$ cat config.mk
export PLATFORM = sky130hd
export DESIGN_NAME = register_dump_reader_flat
export DESIGN_NICKNAME = d
export VERILOG_FILES = /design/src/rtl/register_dump_reader_if.sv /design/src/rtl/register_dump_reader.sv /design/src/flat_wrapper.sv
export SDC_FILE = /design/constraint.sdc
export NUM_CORES = 1
export LEC_CHECK = 0
export CORE_MARGIN = 5
export CORE_UTILIZATION = 45
export DETAILED_ROUTE_END_ITERATION = 10
export DONT_BUFFER_PORTS = 1
export GPL_TIMING_DRIVEN = 0
export PLACE_DENSITY = 0.6
export SYNTH_ARGS = -nofsm -noshare
export SYNTH_HDL_FRONTEND = slang
export SYNTH_SLANG_ARGS = --single-unit
$ cat constraint.sdc
create_clock -name clock -period 3.5 [get_ports clock]
set_input_delay 0.7 -clock clock [delete_from_list [all_inputs] [get_ports clock]]
set_output_delay 0.7 -clock clock [all_outputs]
set_load 0.01 [all_outputs]
$ cat src/rtl/register_dump_reader_if.sv
// Read port toward the register file plus the valid/ready dump stream.
// The reader owns the master modport; the register file and the sink share the slave side.
interface register_dump_reader_if #(
  parameter int DATA_WIDTH = 16,
  parameter int ADDR_WIDTH = 3
);
  logic [ADDR_WIDTH-1:0] readAddress;
  logic [DATA_WIDTH-1:0] readData;
  logic [DATA_WIDTH-1:0] outData;
  logic [ADDR_WIDTH-1:0] outAddr;
  logic                  outLast;
  logic                  outValid;
  logic                  outReady;

  modport master (
    output readAddress,
    input  readData,
    output outData,
    output outAddr,
    output outLast,
    output outValid,
    input  outReady
  );

  modport slave (
    input  readAddress,
    output readData,
    input  outData,
    input  outAddr,
    input  outLast,
    input  outValid,
    output outReady
  );
endinterface

$ cat src/rtl/register_dump_reader.sv
// Walks register addresses 0..COUNT-1 and streams each word, tagged with its address.
// Define REGDUMP_CHECKSUM_EN to append a modulo-2^DATA_WIDTH checksum word after the last register.
module register_dump_reader #(
  parameter int DATA_WIDTH = 16,
  parameter int ADDR_WIDTH = 3,
  parameter int COUNT      = 8
) (
  input  logic                   clock,
  input  logic                   reset,
  input  logic                   start,
  register_dump_reader_if.master bus,
  output logic                   busy,
  output logic                   done
);

  localparam logic [ADDR_WIDTH-1:0] LAST_ADDR = ADDR_WIDTH'(COUNT - 1);

`ifdef REGDUMP_CHECKSUM_EN
  typedef enum logic [2:0] {IDLE, READ, SEND, SUM, DONE} state_t;
`else
  typedef enum logic [2:0] {IDLE, READ, SEND, DONE} state_t;
`endif

  state_t                state_q, state_d;
  logic [ADDR_WIDTH-1:0] addr_q, addr_d;
  logic [DATA_WIDTH-1:0] data_q, data_d;
  logic [ADDR_WIDTH-1:0] oaddr_q, oaddr_d;
  logic                  last_q, last_d;
  logic                  valid_q, valid_d;
  logic                  hs;
`ifdef REGDUMP_CHECKSUM_EN
  logic [DATA_WIDTH-1:0] sum_q, sum_d;
`endif

  assign hs = valid_q && bus.outReady;

  always_ff @(posedge clock or posedge reset) begin
    if (reset) begin
      state_q <= IDLE;
      addr_q  <= '0;
      data_q  <= '0;
      oaddr_q <= '0;
      last_q  <= 1'b0;
      valid_q <= 1'b0;
`ifdef REGDUMP_CHECKSUM_EN
      sum_q   <= '0;
`endif
    end else begin
      state_q <= state_d;
      addr_q  <= addr_d;
      data_q  <= data_d;
      oaddr_q <= oaddr_d;
      last_q  <= last_d;
      valid_q <= valid_d;
`ifdef REGDUMP_CHECKSUM_EN
      sum_q   <= sum_d;
`endif
    end
  end

  always_comb begin
    state_d = state_q;
    addr_d  = addr_q;
    data_d  = data_q;
    oaddr_d = oaddr_q;
    last_d  = last_q;
    valid_d = valid_q;
`ifdef REGDUMP_CHECKSUM_EN
    sum_d   = sum_q;
`endif
    unique case (state_q)
      IDLE: begin
        if (start) begin
          addr_d  = '0;
`ifdef REGDUMP_CHECKSUM_EN
          sum_d   = '0;
`endif
          state_d = READ;
        end
      end
      READ: begin
        data_d  = bus.readData;
        oaddr_d = addr_q;
        valid_d = 1'b1;
`ifdef REGDUMP_CHECKSUM_EN
        last_d  = 1'b0;
`else
        last_d  = (addr_q == LAST_ADDR);
`endif
        state_d = SEND;
      end
      SEND: begin
        if (hs) begin
          valid_d = 1'b0;
`ifdef REGDUMP_CHECKSUM_EN
          sum_d   = sum_q + data_q;
`endif
          // Terminal compare precedes the increment so addr never wraps.
          if (addr_q == LAST_ADDR) begin
`ifdef REGDUMP_CHECKSUM_EN
            // Checksum word follows back-to-back; valid stays high.
            data_d  = sum_q + data_q;
            oaddr_d = '0;
            last_d  = 1'b1;
            valid_d = 1'b1;
            state_d = SUM;
`else
            state_d = DONE;
`endif
          end else begin
            addr_d  = addr_q + 1'b1;
            state_d = READ;
          end
        end
      end
`ifdef REGDUMP_CHECKSUM_EN
      SUM: begin
        if (hs) begin
          valid_d = 1'b0;
          state_d = DONE;
        end
      end
`endif
      DONE: begin
        // Park the read port at 0 and drop the stale last flag for the idle period.
        addr_d  = '0;
        last_d  = 1'b0;
        state_d = IDLE;
      end
      default: state_d = IDLE;
    endcase
  end

  assign bus.readAddress = addr_q;
  assign bus.outData     = data_q;
  assign bus.outAddr     = oaddr_q;
  assign bus.outLast     = last_q;
  assign bus.outValid    = valid_q;
  assign busy            = (state_q != IDLE) && (state_q != DONE);
  assign done            = (state_q == DONE);

endmodule
$ cat src/flat_wrapper.sv
// flat-port wrapper written by rule: the top's interface ports become plain ports
module register_dump_reader_flat 
#(
  parameter int DATA_WIDTH = 16,
  parameter int ADDR_WIDTH = 3,
  parameter int COUNT      = 8
)
  (clock, reset, start, busy, done, bus_readAddress, bus_readData, bus_outData, bus_outAddr, bus_outLast, bus_outValid, bus_outReady);
  register_dump_reader_if #(.DATA_WIDTH(DATA_WIDTH), .ADDR_WIDTH(ADDR_WIDTH)) bus_i ();
  input  logic clock;
  input  logic reset;
  input  logic start;
  output logic busy;
  output logic done;
  output wire logic [$bits(bus_i.readAddress)-1:0] bus_readAddress;
  input wire logic [$bits(bus_i.readData)-1:0] bus_readData;
  output wire logic [$bits(bus_i.outData)-1:0] bus_outData;
  output wire logic [$bits(bus_i.outAddr)-1:0] bus_outAddr;
  output wire logic [$bits(bus_i.outLast)-1:0] bus_outLast;
  output wire logic [$bits(bus_i.outValid)-1:0] bus_outValid;
  input wire logic [$bits(bus_i.outReady)-1:0] bus_outReady;
  assign bus_readAddress = bus_i.readAddress;
  assign bus_i.readData = bus_readData;
  assign bus_outData = bus_i.outData;
  assign bus_outAddr = bus_i.outAddr;
  assign bus_outLast = bus_i.outLast;
  assign bus_outValid = bus_i.outValid;
  assign bus_i.outReady = bus_outReady;
  register_dump_reader #(.DATA_WIDTH(DATA_WIDTH), .ADDR_WIDTH(ADDR_WIDTH), .COUNT(COUNT)) u_core (.clock(clock), .reset(reset), .start(start), .bus(bus_i), .busy(busy), .done(done));
endmodule
# Yosys cells after proc, flatten, opt, wreduce, memory -nomap -nowiden
# Cells that the tools add are included.
[word_totals] regBits=27 mem_bits_ro=0 latch_bits=0 memories=0 output_inout_bits=26 in_bits=20 ramBits=0
[classes] bitwise_logic=0 addsub=1 n_eq_ne=8 div=0 n_mux=11 mul=0 n_reduce_logical=10 magnitude_cmp=0 shifts=0
[ops] op="case mux 3 bit (3 select lines)" n=2
[ops] op="2-to-1 mux 3 bit" n=5
[ops] op="equality test 3 x 2 -> 1 bit, second input constant" n=2
[ops] op="nonzero test 3 bit" n=2
[ops] op="inequality test 2 bit, second input constant" n=2
[ops] op="case mux 1 bit (2 select lines)" n=2
[ops] op="AND reduction 2 bit" n=2
[ops] op="AND reduction 4 bit" n=1
[ops] op="nonzero test 2 bit" n=2
[ops] op="adder 3 x 1 -> 3 bit, second input constant" n=1
[ops] op="equality test 3 x 1 -> 1 bit, second input constant" n=1
[ops] op="equality test 3 bit, second input constant" n=1
[ops] op="zero test 3 bit" n=1
[ops] op="inequality test 3 x 2 -> 1 bit, second input constant" n=1
[ops] op="logical AND 1 bit" n=2
[ops] op="2-to-1 mux 2 bit" n=1
[ops] op="inequality test 2 x 1 -> 1 bit, second input constant" n=1
[ops] op="2-to-1 mux 1 bit" n=1

# Depth between registers and ports, before layout
# Gate-level depths: netlist (run 1).
[depth] ltp_word=4 ltp_mapped=6

# Worst setup path before layout (run 1)
# No wires, ideal clock.
[synth_timing] kind="reg2reg" from="reg u_core.addr_q[0] (netlist: u_core.bus.readAddress[0])" to="reg u_core.addr_q[0] (netlist: u_core.bus.readAddress[0])" path_buffers=0 setup_slack_ns=1.797 stages_incl_launch_ff=6 arrival_ns=1.575 path_cell_list="dfrtp_1 > ha_1 > ha_1 > a21o_1 > a211oi_4 > mux2_1"
[synth_via] elab_chain_cells=4 elab_cells_between_ends=7 classes_between="add/sub: 1; eq/ne: 2; mux: 3; reduce/logical: 1"
[synth_rtl] element="start, declared" line_no="register_dump_reader.sv:25" rtl="logic [ADDR_WIDTH-1:0] addr_q, addr_d;"
[synth_rtl] element="start signal, assigned" line_no="register_dump_reader.sv:50" rtl="addr_q <= addr_d;"
[synth_rtl] element="adder 3 x 1 -> 3 bit" line_no="register_dump_reader.sv:111" rtl="addr_d = addr_q + 1'b1;"
[synth_rtl] element="2-to-1 mux 3 bit" line_no="register_dump_reader.sv:99" rtl="if (addr_q == LAST_ADDR) begin"
[synth_rtl] element="2-to-1 mux 3 bit" line_no="register_dump_reader.sv:93" rtl="if (hs) begin"
[synth_rtl] element="case mux 3 bit (3 select lines)" line_no="register_dump_reader.sv:71" rtl="unique case (state_q)"
# Parallel ways exist; a longest one is shown, timed or not. The select of a mux whose other input is x is not followed.
# A chain may end at the register's enable or synchronous reset.

# Final worst setup path (run 1)
[layout_timing] from="reg u_core.state_q[0]" to="out busy"
[layout_via] elab_chain_cells=2 elab_cells_between_ends=3 classes_between="eq/ne: 1; reduce/logical: 2"
[layout_rtl] element="start, declared" line_no="register_dump_reader.sv:24" rtl="state_t state_q, state_d;"
[layout_rtl] element="start signal, assigned" line_no="register_dump_reader.sv:49" rtl="state_q <= state_d;"
[layout_rtl] element="inequality test 3 x 2 -> 1 bit / nonzero test 3 bit (equally long branches)" line_no="register_dump_reader.sv:139" rtl="assign busy = (state_q != IDLE) && (state_q != DONE);"
[layout_rtl] element="logical AND 1 bit (*)" line_no="register_dump_reader.sv:139"
[layout_rtl] element="end, declared" line_no="flat_wrapper.sv:13" rtl="output logic busy;"
# Every way passes the cells marked *; elsewhere a longest branch is shown, timed or not.

==> results.md, run 1 <==
* Remaining max-slew budget at the tightest pin at 0.347
* Via count of the first global-routing pass at 720
* Portion of synthesized cell area occupied by the leading cell type at 0.571
* Instance count of the mapped netlist at 81
* Register-to-Register Setup Slack at 1680 ps
* Worst min-delay path class: input pin to asynchronous set/reset pin
* Number of vias per cell at 5.37
* Run status: finished clean
* Setup crit start kind: flip-flop
* Maximum number of buffers from clock root to sink at 2
* Final #Nets at 113
* Horiz. Die Dim at 60.3 µm
* Launching element of the worst setup path: u_core.state_q[0]
* Quantity of I/O buffers inserted on ports at 0
* Setup violators final at 0
* Largest net degree at the start of global routing at 27
* Detailed placer's ending HPWL at 1490 µm
* Most frequent cells in the layout: dfrtp_1 (26), mux2_2 (19), ha_1 (7)
* Number of synthesized register bits at 26
* Element type at the critical path end: output pin
* Net Count, Synth at 108
* Count of buffers added by post-CTS timing repair for setup at 0
* Gp weighted congestion at 0.771
* First-pass iteration count of the detailed router at 2
* Detailed-route via count at 612
* Avg Synthesized Cell Area at 14.1 µm²
* Transition time of the tightest slew-check pin at 979 ps
* CTS tree: built
* Setup repair after global routing missed its margin: no
* IR drop worst, VDD at 411 µV
* R2R cell count at 5
* Initial antenna violation count at 0
* Floorplan Core Area at 2450 µm²
* Fmax at 527 MHz
* Total power divided by cell area at 905 nW/µm²
* Vertical extent of the die at 60.3 µm
* Post-Route Setup TNS at 0 ps
* Clock Skew at 3.81 ps
* Portion of the post-synthesis area used by sequential elements at 0.571
* First-pass GRT wire length at 3310 µm
* Cell type with the highest aggregate area in the netlist: dfrtp_1
* Total global routing track utilization at 0.124
* Worst endpoint required time at 2800 ps
* Yosys warning count at 0
* Final critical-path share of the clock period at 0.542
* Leakage power of the design at 0.563 nW
* GR Overflow Total at 0
* Detailed Route Iter0 Violations at 16
* Tmin final at 1900 ps
* Mapped cell area at 1140 µm²
* Yosys cell types at 16
* Clock tree sinks at 26
* Kind of critical path: flip-flop to output pin
* CTS Buf Count at 3
* Area of the die at 3640 µm²
* Worst-path clk slew at 130 ps
* Max Cap Viol at 0
* Power after layout at 1.09 mW
* Post-cts repair resize count at 0
* Ports placed on the boundary at 46
* Root buffer selected by CTS: clkbuf_4
* Count of hold-fix buffers inserted at cts at 0
* Detailed Route WL at 1990 µm
* Timing endpoint of the critical path: busy
* Detail Route Antenna Nets at 0
* Count of pins over their slew limit at 0
* Total DRC errors in the routed layout at 0
* Most common library cell in the layout ignoring fill and taps: dfrtp_1
* Number of rows created at floorplan at 18
* Relative area change from synthesis to final layout at 5.27%
* Launch instance of the worst register-to-register path: u_core.bus.readAddress[0]
* Antenna fix cells at 0
* End of the worst register-to-register path: u_core.bus.readAddress[0]
* Hold Fails Final Rpt at 0
* Source-to-sink clock delay at the later pin of the worst-skew pair at 310 ps
* Cells taking the most area after synthesis: dfrtp_1 (57%), mux2_2 (19%), ha_1 (7.7%), mux2i_1 (2.6%), mux2_1 (2.0%)
* Initial core utilization at 0.464
* H-tree levels at 1
* Share of cells above drive strength 1 at 0.298
* Data arrival at the endpoint of the critical path at 1200 ps
* Maximum fanout along the worst path at 5
* Average routed wire per standard cell at 17.4 µm
==> kinds of logic after synthesis <==
| group | after synthesis | share of synthesized area |
|---|---|---|
| AND/OR/NAND/NOR | 10 | 0.0439 |
| buffers and inverters | 7 | 0.0252 |
| multiplexers | 24 | 0.234 |
| flip-flops | 26 | 0.571 |
| adder cells (fa/ha/maj) | 7 | 0.0768 |
| AO/OA/AOI/OAI | 7 | 0.0494 |
==> metal layers <==
layer / wire (µm) / GRT usage
met1: 793 / 0.150
met2: 1030 / 0.208
met3: 152 / 0.0298
met4: 15 / 0.0570
met5: 0 / 0
==> worst min-delay path by stage <==
stage / to / cells after the start / start
after floorplan: u_core.state_q[0] / 1 / u_core.state_q[0]
after global placement: u_core.state_q[0] / 1 / u_core.state_q[0]
after detailed placement: u_core.bus.outData[14] / 1 / u_core.bus.outData[14]
after CTS: u_core.bus.outData[7] / 1 / bus_readData[7]
after global routing: u_core.bus.outData[4] / 1 / bus_readData[4]
final: u_core.bus.outData[9] / 1 / reset
==> cell type report <==
| cell class | count | area (µm²) |
|---|---|---|
| Fill cell | 235 | 1250 |
| Sequential cell | 26 | 651 |
| Multi-Input combinational cell | 48 | 460 |
| Tap cell | 30 | 37.5 |
| Clock buffer | 3 | 22.5 |
| Inverter | 5 | 18.8 |
| Buffer | 2 | 10.0 |
==> registers in the layout, summed over array words and instances, names as in the netlist <==
signal / flops
u_core.bus.outAddr: 3
u_core.bus.outValid: 1
u_core.bus.outData: 16
u_core.bus.outLast: 1
u_core.bus.readAddress: 3
u_core.state_q: 2
==> metrics by stage <==
| stage | setup WS (ps) | cell area [µm²] | utilization | hold WS (ps) | cells |
|---|---|---|---|---|---|
| final | 1600 | 1200 | 0.489 | 488 | 114 |
| after global routing | 1510 | 1200 | 0.489 | 502 | 114 |
| after CTS | 1580 | 1200 | 0.489 | 516 | 114 |
| after global placement | 1670 | 1180 | 0.480 | 565 | 111 |
| after detailed placement | 1680 | 1180 | 0.480 | 575 | 111 |
| after floorplan | 1800 | 1140 | - | 529 | 81 |
==> worst max-delay path: stages (launching register included) <==
cell and delay [ps]:
dfrtp_1 440, inv_1 110, ha_1 350
==> cell usage after synthesis <==
| master | number |
|---|---|
| a21oi_1 | 2 |
| mux2_1 | 2 |
| a211oi_4 | 1 |
| o21ai_0 | 2 |
| dfrtp_1 | 26 |
| a21o_1 | 1 |
| nor2b_1 | 2 |
| mux2_2 | 19 |
| buf_2 | 2 |
| o22a_1 | 1 |
| ha_1 | 7 |
| nand3b_1 | 2 |
| nand2_1 | 5 |
| mux2i_1 | 3 |
| nor2_1 | 1 |
| inv_1 | 5 |
==> where the power goes <==
part,switching [mW],internal [mW]
clock,0.0827,0.0402
combinational,0.174,0.216
sequential,0.147,0.427
total,0.403,0.683
No activity file was read; power rests on OpenSTA's default activity.
==> run 2, diff against run 1 <==
Settings changed: PLACE_DENSITY 0.6 to 0.62.
Clock period 3.5 ns to 1.56 ns, I/O delays scaled along.
==> results.md, run 2 (synthesis gave the netlist of run 1 again) <==
* Run status: finished with violations
* Violations in the final reports: setup timing
* Number of rows created at floorplan at 18 (unchanged)
* Cell at the slowest stage of the critical path: dfrtp_2
* Most common library cell in the layout ignoring fill and taps: dfrtp_1
* Data arrival at the endpoint of the critical path at 1870 ps (+670 ps)
* Floorplan Core Area at 2450 µm² (unchanged)
* Total global routing track utilization at 0.116 (-0.00796)
* Setup repair after global routing missed its margin: yes
* Total DRC errors in the routed layout at 0 (unchanged)
* Detailed Route Iter0 Violations at 7 (-9)
* Gp weighted congestion at 0.639 (-17%)
* Remaining max-slew budget at the tightest pin at 0.369 (+0.0220)
* Most frequent cell on the critical path: ha_4
* Maximum fanout along the worst path at 5 (unchanged)
* Kind of critical path: flip-flop to flip-flop
* Detail Route Antenna Nets at 0 (unchanged)
* Register-to-Register Setup Slack at -60 ps (-1740 ps)
* Detailed placer's ending HPWL at 1490 µm (about the same)
* Total placed instance area at 1200 µm² (+1.6%)
* Min Hold Slack at 76.1 ps (-412 ps)
* Launching element of the worst setup path: u_core.bus.readAddress[0]
* Via count of the first global-routing pass at 655 (-9.0%)
* IR drop worst, VDD at 1010 µV (+150%)
* First-pass GRT wire length at 3170 µm (-4.2%)
* Fmax at 617 MHz
* Worst min-delay path class: input pin to asynchronous set/reset pin
* R2R cell count at 6 (+1)
* Final critical-path share of the clock period at 1.04
* End of the worst register-to-register path: u_core.bus.readAddress[2]
* Tmin final at 1620 ps
* Count of pins over their slew limit at 0 (unchanged)
* Transition time of the tightest slew-check pin at 946 ps (-33.0 ps)
* Total power divided by cell area at 2040 nW/µm² (+130%)
* Setup violators final at 3 (+3)
* Antenna fix cells at 0 (unchanged)
* Peak per-stage delay on the critical path at 490 ps (+50 ps)
* Vertical extent of the die at 60.3 µm (unchanged)
* Relative area change from synthesis to final layout at 12.2%
* Average routed wire per standard cell at 16.8 µm (-3.7%)
* Maximum number of buffers from clock root to sink at 2 (unchanged)
* Final core area utilization at 0.521 (+0.0321)
* CTS tree: built
* Flip-flop count of the largest register after layout at 16 (unchanged)
* Power after layout at 2.61 mW (+140%)
* Hold Fails Final Rpt at 0 (unchanged)
* Area of the die at 3640 µm² (unchanged)
* Final #Nets at 116 (+2.7%)
* Root buffer selected by CTS: clkbuf_4
* Worst endpoint required time at 1810 ps (-990 ps)
* CP Cell Sequence: ha_4 > ha_4 > a21o_1 > a211oi_4 > buf_4 > mux2i_1
* Post-layout worst setup margin at -61.9 ps (-1660 ps)
* Setup crit start kind: flip-flop
* Clock tree sinks at 26 (unchanged)
* Post-Route Setup TNS at -157 ps (-157 ps)
* GR Overflow Total at 0 (unchanged)
* Initial antenna violation count at 0 (unchanged)
* Most frequent cells in the layout: dfrtp_1 (23), mux2_2 (19), buf_4 (5), inv_1 (5), nand2_1 (5)
* Clock Skew at 3.51 ps (-0.303 ps)
* Horiz. Die Dim at 60.3 µm (unchanged)
* Source-to-sink clock delay at the later pin of the worst-skew pair at 320 ps (about the same)
* Count of hold-fix buffers inserted at cts at 0 (unchanged)
* Leakage power of the design at 0.578 nW (+2.7%)
* Number of vias per cell at 5.25 (-2.1%)
* First-pass iteration count of the detailed router at 2 (unchanged)
* Worst-path clk slew at 140 ps (about the same)
* Quantity of I/O buffers inserted on ports at 0 (unchanged)
* CTS Buf Count at 3 (unchanged)
* Ports placed on the boundary at 46 (unchanged)
* Element type at the critical path end: flip-flop
* Detailed Route WL at 1980 µm (-0.35%)
* Max Cap Viol at 0 (unchanged)
* Launch instance of the worst register-to-register path: u_core.bus.readAddress[0]
* Post-route cell area at 1280 µm² (+6.6%)
* H-tree levels at 1 (unchanged)
* Initial core utilization at 0.464 (unchanged)
* Largest net degree at the start of global routing at 27 (unchanged)
* Detailed-route via count at 620 (+1.3%)
* Share of cells above drive strength 1 at 0.420 (+0.123)
-- run 2: cell count changes in the layout (fill, tap and decap cells not counted) --
cell and change:
dfrtp_1 -3, nor2b_1 -1, buf_4 +5, ha_4 +2, mux2_1 -1, dfrtp_2 +3
ha_2 +1, ha_1 -3, nor2b_2 +1, buf_2 -2, mux2_4 +1, clkbuf_8 +1
-- run 2: final cells by class --
cell class / count / area, µm²
tap: 30 / 37.5
multi-input combinational: 48 / 494
inverter: 5 / 18.8
sequential: 26 / 654
fill: 217 / 1180
timing repair buffer: 3 / 22.5
buffer: 2 / 15.0
clock buffer: 4 / 36.3
-- run 2: per-stage QoR --
stage               setup slack (ps)  std cells
floorplan                       -111         81
global placement                -205        111
detailed placement              -220        111
CTS                            -85.5        118
global route                    -132        118
finish                         -61.9        118
-- run 2: how the worst max path moves through the flow --
stage                                 to  slack (ps)  cells past startpoint
6_report       u_core.bus.readAddress[2]         -60                      6
5_1_grt        u_core.bus.readAddress[2]        -130                      6
4_1_cts        u_core.bus.readAddress[2]         -90                      6
3_5_place_dp   u_core.bus.readAddress[0]        -220                      5
3_3_place_gp   u_core.bus.readAddress[0]        -210                      5
2_1_floorplan  u_core.bus.readAddress[0]        -110                      5
-- run 2: power by group --
group          internal (mW)  switching (mW)
Sequential             0.963           0.329
Clock                  0.143           0.195
Combinational          0.563           0.414
-- run 2: metal layers --
metal  vias to the layer above  share of wire  GRT usage  routed length (µm)
met5                         -              0          0                   0
met4                         0              0     0.0190                   0
met3                         0          0.087     0.0404                 172
met2                        24           0.52      0.190                1040
met1                       305           0.39      0.151                 770
li1                        291              -          -                   -
-- run 2: worst max-delay path, delay by kind of cell (launching register included) --
kind	cells	cell delay [ps]
buf+inv	1	160
fa+ha+maj	2	340
compound gates	2	360
mux	1	190
flops	1	490
-- run 2: timing repair --
action	in CTS	in global routing
setup buffers	3	0
gates resized for setup	6	2
pin swaps	1	0
setup endpoints to repair	15	22
cloned	0	0
==> run 3, diff against run 2 <==
Settings changed: PLACE_DENSITY 0.62 to 0.6.
Clock period 1.56 ns to 1.53 ns, I/O delays scaled along.
==> results.md, run 3 (synthesis gave the netlist of run 1 again) <==
* Run status: finished with violations
* Violations in the final reports: setup timing
* Element type at the critical path end: flip-flop
* Fmax at 615 MHz (-0.17%)
* Peak per-stage delay on the critical path at 500 ps (about the same)
* Detailed Route Iter0 Violations at 2 (-5)
* First-pass GRT wire length at 3200 µm (+1.1%)
* Leakage power of the design at 0.589 nW (+1.9%)
* Count of pins over their slew limit at 0 (unchanged)
* Gp weighted congestion at 0.712 (+11%)
* Worst-path clk slew at 140 ps (about the same)
* Remaining max-slew budget at the tightest pin at 0.364 (-0.00499)
* Setup repair after global routing missed its margin: yes
* Post-layout worst setup margin at -94.7 ps (-32.8 ps)
* Hold Fails Final Rpt at 0 (unchanged)
* Data arrival at the endpoint of the critical path at 1840 ps (-30 ps)
* Cell at the slowest stage of the critical path: dfrtp_2
* Met3 track utilization from global routing at 0.0340 (-0.00638)
* Horiz. Die Dim at 60.3 µm (unchanged)
* Total DRC errors in the routed layout at 0 (unchanged)
* Largest net degree at the start of global routing at 27 (unchanged)
* Initial core utilization at 0.464 (unchanged)
* Most common library cell in the layout ignoring fill and taps: dfrtp_1
* Total power divided by cell area at 2150 nW/µm² (+5.5%)
* Share of cells above drive strength 1 at 0.449 (+0.0290)
* Worst min-delay path class: input pin to asynchronous set/reset pin
* Number of vias per cell at 5.34 (+1.7%)
* Met1 Track Usage GR at 0.146 (-0.00500)
* Total global routing track utilization at 0.118 (+0.00189)
* Kind of critical path: flip-flop to flip-flop
* Floorplan Core Area at 2450 µm² (unchanged)
* Ports placed on the boundary at 46 (unchanged)
* Post-Route Setup TNS at -257 ps (-100 ps)
* Clock tree sinks at 26 (unchanged)
* IR drop worst, VDD at 1190 µV (+17%)
* Quantity of I/O buffers inserted on ports at 0 (unchanged)
* Detailed placer's ending HPWL at 1520 µm (+2.2%)
* Via count of the first global-routing pass at 688 (+5.0%)
* CP Cell Sequence: ha_4 > ha_4 > a21o_1 > a211oi_4 > mux2_4
* Maximum number of buffers from clock root to sink at 2 (unchanged)
* CTS tree: built
* Most frequent cells in the layout: dfrtp_1 (23), mux2_2 (19), buf_4 (6)
* Source-to-sink clock delay at the later pin of the worst-skew pair at 310 ps (about the same)
* First-pass iteration count of the detailed router at 2 (unchanged)
* Met2 Usage GRT at 0.193 (+0.00309)
* Dpl cells at 111 (unchanged)
* Max Cap Viol at 0 (unchanged)
* Count of hold-fix buffers inserted at cts at 0 (unchanged)
* Average routed wire per standard cell at 16.7 µm (-0.49%)
* Detailed-route via count at 636 (+2.6%)
* Detailed Route WL at 1990 µm (+0.35%)
* Tmin final at 1620 ps (+2.79 ps)
* Most utilized layer in the global route result: met2
* Final #Nets at 117 (+0.86%)
* Clock Skew at 3.64 ps (+0.138 ps)
* Setup violators final at 3 (unchanged)
* Worst endpoint required time at 1750 ps (-60 ps)
* Vertical extent of the die at 60.3 µm (unchanged)
* Maximum fanout along the worst path at 5 (unchanged)
* Initial antenna violation count at 0 (unchanged)
* Most frequent cell on the critical path: ha_4
* Final critical-path share of the clock period at 1.06 (+0.0222)
* Non-filler cells, final at 119 (+0.85%)
* Area of the die at 3640 µm² (unchanged)
* Relative area change from synthesis to final layout at 15.4%
* Root buffer selected by CTS: clkbuf_4
* H-tree levels at 1 (unchanged)
* CTS Buf Count at 3 (unchanged)
* Flip-flop count of the largest register after layout at 16 (unchanged)
* Detail Route Antenna Nets at 0 (unchanged)
* Power after layout at 2.83 mW (+8.5%)
* Transition time of the tightest slew-check pin at 953 ps (+7.48 ps)
* Number of rows created at floorplan at 18 (unchanged)
* Setup crit start kind: flip-flop
* GR Overflow Total at 0 (unchanged)
* Antenna fix cells at 0 (unchanged)
## run 3: report_power, final
part / leakage [nW] / internal [mW] / switching, mW
logic: 0.247 / 0.612 / 0.423
clock network: 0.0279 / 0.265 / 0.204
registers: 0.315 / 0.982 / 0.342
## run 3: final cells by class
type                            instances  area (µm²)
Inverter                                5        18.8
Tap cell                               30        37.5
Clock inverter                          1        30.0
Timing Repair Buffer                    4        30.0
Fill cell                             231        1140
Sequential cell                        26         654
Clock buffer                            3        22.5
Buffer                                  2        15.0
Multi-Input combinational cell         48         507
## run 3: per-stage QoR
stage	instance area (µm²)	setup slack (ps)	util	hold WS [ps]
3_3_place_gp	1200	-239	0.487	459
4_1_cts	1300	-94.6	0.528	107
6_report	1320	-94.7	0.536	69.6
2_1_floorplan	1160	-141	-	346
5_1_grt	1320	-138	0.536	94.3
3_5_place_dp	1200	-247	0.487	462
## run 3: routing by layer
layer	wire, µm	up-vias
met5	0	-
met2	1070	22
li1	-	291
met3	169	2
met4	16	0
met1	736	321
## run 3: timing repair
item,in CTS,in global routing
endpoints found under the setup margin,22,22
resized for setup,5,5
setup buffers,4,0
pin swaps,1,0
gates cloned,0,0
## run 3: path summary, 6_finish.rpt
check                      slack [ps]                         to                      start  cells past startpoint
hold / removal                     70      u_core.bus.outData[6]                      reset                      1
hold reg to reg                   590          u_core.state_q[1]          u_core.state_q[1]                      1
setup / recovery                  -90  u_core.bus.readAddress[0]  u_core.bus.readAddress[0]                      5
min in group clock                130      u_core.bus.outData[6]            bus_readData[6]                      1
setup reg to reg                  -90  u_core.bus.readAddress[0]  u_core.bus.readAddress[0]                      5
max in group asynchronous         810          u_core.state_q[1]                      reset                      1
## run 3: critical path: cells and delay by family, from the launching register on
kind                       cells  cell delay, ps
adders and majority gates      2             340
AOI/OAI and AO/OA              2             370
muxes                          1             320
DFF                            1             500
